$ cat config.mk
export PLATFORM = sky130hd
export DESIGN_NAME = cpu_dma_arbiter
export DESIGN_NICKNAME = d
export VERILOG_FILES = /design/src/rtl/cpu_dma_arbiter_pkg.sv /design/src/rtl/cpu_dma_arbiter.sv
export SDC_FILE = /design/constraint.sdc
export NUM_CORES = 1
export LEC_CHECK = 0
export CORE_MARGIN = 2
export CORE_UTILIZATION = 43
export CTS_CLUSTER_DIAMETER = 150
export DETAILED_ROUTE_END_ITERATION = 10
export MAX_ROUTING_LAYER = met4
export PLACE_DENSITY_LB_ADDON = 0.15
export SETUP_SLACK_MARGIN = 0.02
export SYNTH_ARGS = -nofsm -noshare
export SYNTH_HDL_FRONTEND = slang
export SYNTH_SLANG_ARGS = --single-unit
$ cat constraint.sdc
create_clock -name clock -period 1.9 [get_ports clock]
set_input_delay 0.38 -clock clock [delete_from_list [all_inputs] [get_ports clock]]
set_output_delay 0.38 -clock clock [all_outputs]
set_load 0.02 [all_outputs]
$ cat src/rtl/cpu_dma_arbiter_pkg.sv
`default_nettype none
// ============================================================================
// Module  : cpu_dma_pkg
// Brief   : Shared state encoding, default addresses and bus-owner selects
//           for the CPU / page-copy DMA bus arbiter.
// Revision: 1.0 - initial release
// ============================================================================
package cpu_dma_pkg;

   typedef enum logic [2:0] {
      ST_IDLE  = 3'd0,
      ST_HALT  = 3'd1,
      ST_ALIGN = 3'd2,
      ST_READ  = 3'd3,
      ST_WRITE = 3'd4
   } state_t;

   localparam logic [15:0] DEFAULT_TRIGGER_ADDR = 16'h4014;
   localparam logic [15:0] DEFAULT_DEST_ADDR    = 16'h2004;

   // Who owns the system bus this cycle
   localparam logic [1:0] BUS_SEL_CPU    = 2'd0;
   localparam logic [1:0] BUS_SEL_DUMMY  = 2'd1;
   localparam logic [1:0] BUS_SEL_DMA_RD = 2'd2;
   localparam logic [1:0] BUS_SEL_DMA_WR = 2'd3;

endpackage
`default_nettype wire

$ cat src/rtl/cpu_dma_arbiter.sv
`default_nettype none
// ============================================================================
// Module  : cpu_dma_arbiter
// Brief   : Halts the 6502 on a trigger write and copies one 256-byte page
//           to a fixed destination port, then hands the bus back.
// Revision: 1.0 - initial release
// ============================================================================
module cpu_dma_arbiter
   import cpu_dma_pkg::*;
#(
   parameter logic [15:0] TRIGGER_ADDR = DEFAULT_TRIGGER_ADDR,
   parameter logic [15:0] DEST_ADDR    = DEFAULT_DEST_ADDR,
   parameter bit          ALIGN_ENABLE = 1'b1
) (
   input  logic        clock,
   input  logic        nReset,
   input  logic        enable,
   input  logic [15:0] cpuAddress,
   input  logic [7:0]  cpuDataOut,
   input  logic        cpuWriteEnable,
   output logic        cpuEnable,
   output logic [7:0]  cpuDataIn,
   output logic [15:0] busAddress,
   output logic [7:0]  busDataOut,
   output logic        busWriteEnable,
   input  logic [7:0]  busDataIn,
   output logic        dmaActive
);

   state_t      state_q, state_d;
   logic [7:0]  page_q,  page_d;
   logic [7:0]  index_q, index_d;
   logic [7:0]  data_q,  data_d;
   logic        parity_q, parity_d;

   logic        trigger_hit;
   logic        cpu_go;
   logic [1:0]  bus_sel;

   assign trigger_hit = cpuWriteEnable && (cpuAddress == TRIGGER_ADDR);

   always_comb begin
      state_d  = state_q;
      page_d   = page_q;
      index_d  = index_q;
      data_d   = data_q;
      parity_d = parity_q;
      if (enable) begin
         parity_d = ~parity_q;
         case (state_q)
            ST_IDLE: begin
               if (trigger_hit) begin
                  page_d  = cpuDataOut;
                  index_d = 8'h00;
                  state_d = ST_HALT;
               end
            end
            ST_HALT: begin
               // CPU writes cannot be stretched, so only a read cycle is stolen
               if (!cpuWriteEnable) begin
                  state_d = (ALIGN_ENABLE && !parity_q) ? ST_ALIGN : ST_READ;
               end
            end
            ST_ALIGN: state_d = ST_READ;
            ST_READ: begin
               data_d  = busDataIn;
               state_d = ST_WRITE;
            end
            ST_WRITE: begin
               index_d = index_q + 8'd1;
               state_d = (index_q == 8'hFF) ? ST_IDLE : ST_READ;
            end
            default: state_d = ST_IDLE;
         endcase
      end
   end

   always_ff @(posedge clock or negedge nReset) begin
      if (!nReset) begin
         state_q  <= ST_IDLE;
         page_q   <= 8'h00;
         index_q  <= 8'h00;
         data_q   <= 8'h00;
         parity_q <= 1'b0;
      end else begin
         state_q  <= state_d;
         page_q   <= page_d;
         index_q  <= index_d;
         data_q   <= data_d;
         parity_q <= parity_d;
      end
   end

   always_comb begin
      bus_sel = BUS_SEL_CPU;
      cpu_go  = 1'b0;
      case (state_q)
         ST_IDLE:  cpu_go  = 1'b1;
         ST_HALT:  cpu_go  = cpuWriteEnable;
         ST_ALIGN: bus_sel = BUS_SEL_DUMMY;
         ST_READ:  bus_sel = BUS_SEL_DMA_RD;
         ST_WRITE: bus_sel = BUS_SEL_DMA_WR;
         default:  cpu_go  = 1'b0;
      endcase
   end

   always_comb begin
      busAddress     = cpuAddress;
      busDataOut     = cpuDataOut;
      busWriteEnable = cpuWriteEnable;
      case (bus_sel)
         BUS_SEL_DUMMY: busWriteEnable = 1'b0;
         BUS_SEL_DMA_RD: begin
            busAddress     = {page_q, index_q};
            busWriteEnable = 1'b0;
         end
         BUS_SEL_DMA_WR: begin
            busAddress     = DEST_ADDR;
            busDataOut     = data_q;
            busWriteEnable = 1'b1;
         end
         default: busWriteEnable = cpuWriteEnable;
      endcase
   end

   assign cpuEnable = enable && cpu_go;
   assign cpuDataIn = busDataIn;
   assign dmaActive = (state_q != ST_IDLE);

endmodule
`default_nettype wire

==> impl_metrics.py <==
metrics = {
    "routing": {
        "wl_per_cell_um": 17.5,
        "drt_iter0_markers": 120,
        "avgViaCountPerCell": 5.66,
        "wl_um": 5250,
        "vias": 1703,
        "ant_nets": 0,
        "drc_errors": 0,
        "first_pass_iters": 4,
    },
    "run_status": {
        "violations": "negative setup slack",
        "status": "complete, but fails checks",
    },
    "place": {
        "place_hpwl_um": 3840,
        "portBuffers": 70,
        "dpl-instance-area_um2": 2610,
        "place.gp.congestion": 0.955,
    },
    "floorplanning": {
        "row_count": 22,
        "die_w_um": 66.8,
        "chipHeight_um": 66.8,
        "die_area_um2": 4460,
        "core_um2": 3720,
        "ioPinCount": 71,
        "initial_utilization_pct": 45.6,
    },
    "clock_network": {
        "root_buffer": "clkbuf_8",
        "path_clk_slew_ns": 0.11,
        "cts_inserted_buffers": 3,
        "clockBufferDepth": 2,
        "clock_latency_ns": 0.28,
        "cts_sinks": 28,
        "h-tree-depth": 1,
        "cts_tree": "yes",
    },
    "setup_path": {
        "timing.rr.end": "page_q[0]",
        "worstSetupEndpoint": "busAddress[14]",
        "r2r_cells": 5,
        "r2r_slack_ns": 0.08,
        "crit_path_max_fanout": 14,
        "worstPathRequired_ns": 1.52,
        "crit_path_end_kind": "output pin",
        "startpoint": "state_q[1]",
        "timing.rr.start": "state_q[2]",
        "startpoint_type": "register",
        "crit_type": "reg -> out",
        "crit_arrival_ns": 1.58,
    },
    "global_routing": {
        "gr-usage-all-layers_pct": 25.9,
        "first_global_vias": 1778,
        "grt_antenna_before_repair": 0,
        "grt_pass1_wl_um": 8470,
        "grt_max_degree": 29,
        "overflow": 0,
    },
    "timing": {
        "worstMarginPinSlew_ns": 0.394,
        "fin_skew_ns": 0.00292,
        "slew_headroom_pct": 73.5,
        "fmax_mhz": 511,
        "timing.hold.ws_ns": 0.471,
        "rsz0062_at_grt": "true",
        "setup_viol": 22,
        "maxSlewViolCount": 0,
        "min_period_ns": 1.96,
        "fin_crit_sh_pct": 103,
        "hold_viol": 0,
        "timing.final.ws_setup_ns": -0.0585,
    },
    "synth": {
        "syn_area_um2": 1700,
        "synthArstFlopShare_pct": 100,
        "synthCells": 166,
        "synth_fp_nets": 203,
        "yosysUniqueCellTypes": 36,
        "synth_top_area_share_pct": 41.3,
        "syn-mean-instance-area_um2": 10.2,
        "synth-edff-count": 0,
        "ys_ff_latch": 28,
        "ys.flop_type": "dfrtp_1",
        "synth_area_leaders": "dfrtp_1, mux2_2, a22o_1",
        "seq_area_frac_synth_pct": 41.3,
        "yosysWarnings": 0,
        "synth_top_area_cell": "dfrtp_1",
    },
    "power": {
        "pwr_density_cell_nw_per_um2": 1230,
        "total_power_mw": 3.43,
        "p_leak_nw": 1.37,
        "ir_drop_mv": 0.691,
    },
    "layout": {
        "nFillCells": 261,
        "design_area_um2": 2800,
        "final_util_pct": 75.2,
        "seq_area_um2": 702,
        "multiInputGateArea_um2": 955,
        "diodes": 0,
        "fin_nets": 291,
        "area_growth_pct": 64.9,
        "layout-drive-gt1-share_pct": 40.3,
    },
    "job": {
        "drv_cap": 0,
    },
    "hold_path": {
        "worstHoldPathType": "in -> async",
    },
}
[cell type report]
| cell class | instances | share of cell area, % |
|---|---|---|
| clock buffers | 3 | 1.48 |
| clock inverters | 1 | 1.07 |
| inverters | 6 | 0.806 |
| multi-input cells | 115 | 34.2 |
| flip-flops and latches | 28 | 25.1 |
| well taps | 48 | 2.15 |
| repair buffers | 100 | 35.2 |
[power breakdown]
group / internal [mW] / switching, mW / total [mW]
registers: 0.770 / 0.154 / 0.924
logic: 1.05 / 0.965 / 2.02
clock network: 0.283 / 0.206 / 0.489
[layout by cell type (no fill, tap or decap), types with 3 or more instances in the layout]
master / netlist / final
clkbuf_8: 0 / 3
inv_1: 6 / 6
mux2_2: 25 / 25
a31oi_1: 5 / 5
buf_6: 0 / 19
nand2_1: 11 / 9
o21ai_0: 11 / 9
dlymetal6s2s_1: 0 / 9
buf_2: 4 / 6
buf_4: 9 / 28
clkdlybuf4s50_1: 0 / 32
nor2_1: 9 / 8
dfrtp_1: 28 / 27
nand3_1: 7 / 5
a22o_1: 14 / 14
buf_12: 0 / 4
[worst min path at each step]
| stage | end | slack [ns] | depth (start not counted) |
|---|---|---|---|
| after floorplan | data_q[0] | 0.08 | 0 |
| after CTS | index_q[1] | 0.49 | 2 |
| final | index_q[1] | 0.47 | 2 |
| after global routing | page_q[3] | 0.50 | 2 |
| after global placement | parity_q | 0.46 | 1 |
| after detailed placement | parity_q | 0.48 | 1 |
[synth_stat cells (2+ instances only)]
library cell	count
a22o_1	14
dfrtp_1	28
a31oi_1	5
o22ai_1	2
nor2_1	9
inv_1	6
nor4b_1	2
and4_1	2
o21ai_0	11
mux2_2	25
o2bb2ai_1	2
nand2_1	11
nor3_1	2
buf_4	9
nand3_1	7
buf_2	4
a21oi_1	3
nand4_1	2
clkbuf_1	4
nor2b_1	2
[state kept, by name (all words and copies together), names as in the netlist]
signal,count
data_q,8
index_q,8
page_q,8
parity_q,1
state_q,3
[kinds of logic after synthesis]
| family | Yosys count | synth area share, % |
|---|---|---|
| xor+xnor | 1 | 0.517 |
| flops | 28 | 41.3 |
| compound gates | 43 | 17.9 |
| fa+ha+maj | 1 | 0.738 |
| mux | 26 | 17.2 |
| simple gates | 44 | 14.9 |
| buf+inv | 23 | 7.38 |
[critical path, stage by stage (launching register included)]
cell and delay, ns:
dfrtp_1 0.43, nor2_2 0.16, buf_4 0.14, a21oi_2 0.06
buf_12 0.15, a22o_1 0.19, buf_4 0.16
[routing by layer]
metal | GRT usage [%] | up-vias | routed length, um
met3 | 2.87 | 4 | 301
met4 | 6.89 | 0 | 34
met5 | - | - | 0
met1 | 31.4 | 845 | 2140
met2 | 45.8 | 72 | 2780
li1 | - | 782 | -
[metrics by stage]
stage	cells	setup WS (ns)	setup TNS, ns
finish	301	-0.0585	-0.733
global route	301	-0.109	-2.06
CTS	299	-0.0392	-0.494
detailed placement	293	-0.379	-9.67
global placement	293	-0.355	-7.95
floorplan	166	0.0527	0
[repair_timing]
action,in CTS,in global routing
pin swaps,6,10
setup endpoints to repair,39,42
hold buffers,0,0
resized for setup,141,36
buffers inserted,2,2
No activity file was read; power rests on OpenSTA's default activity.
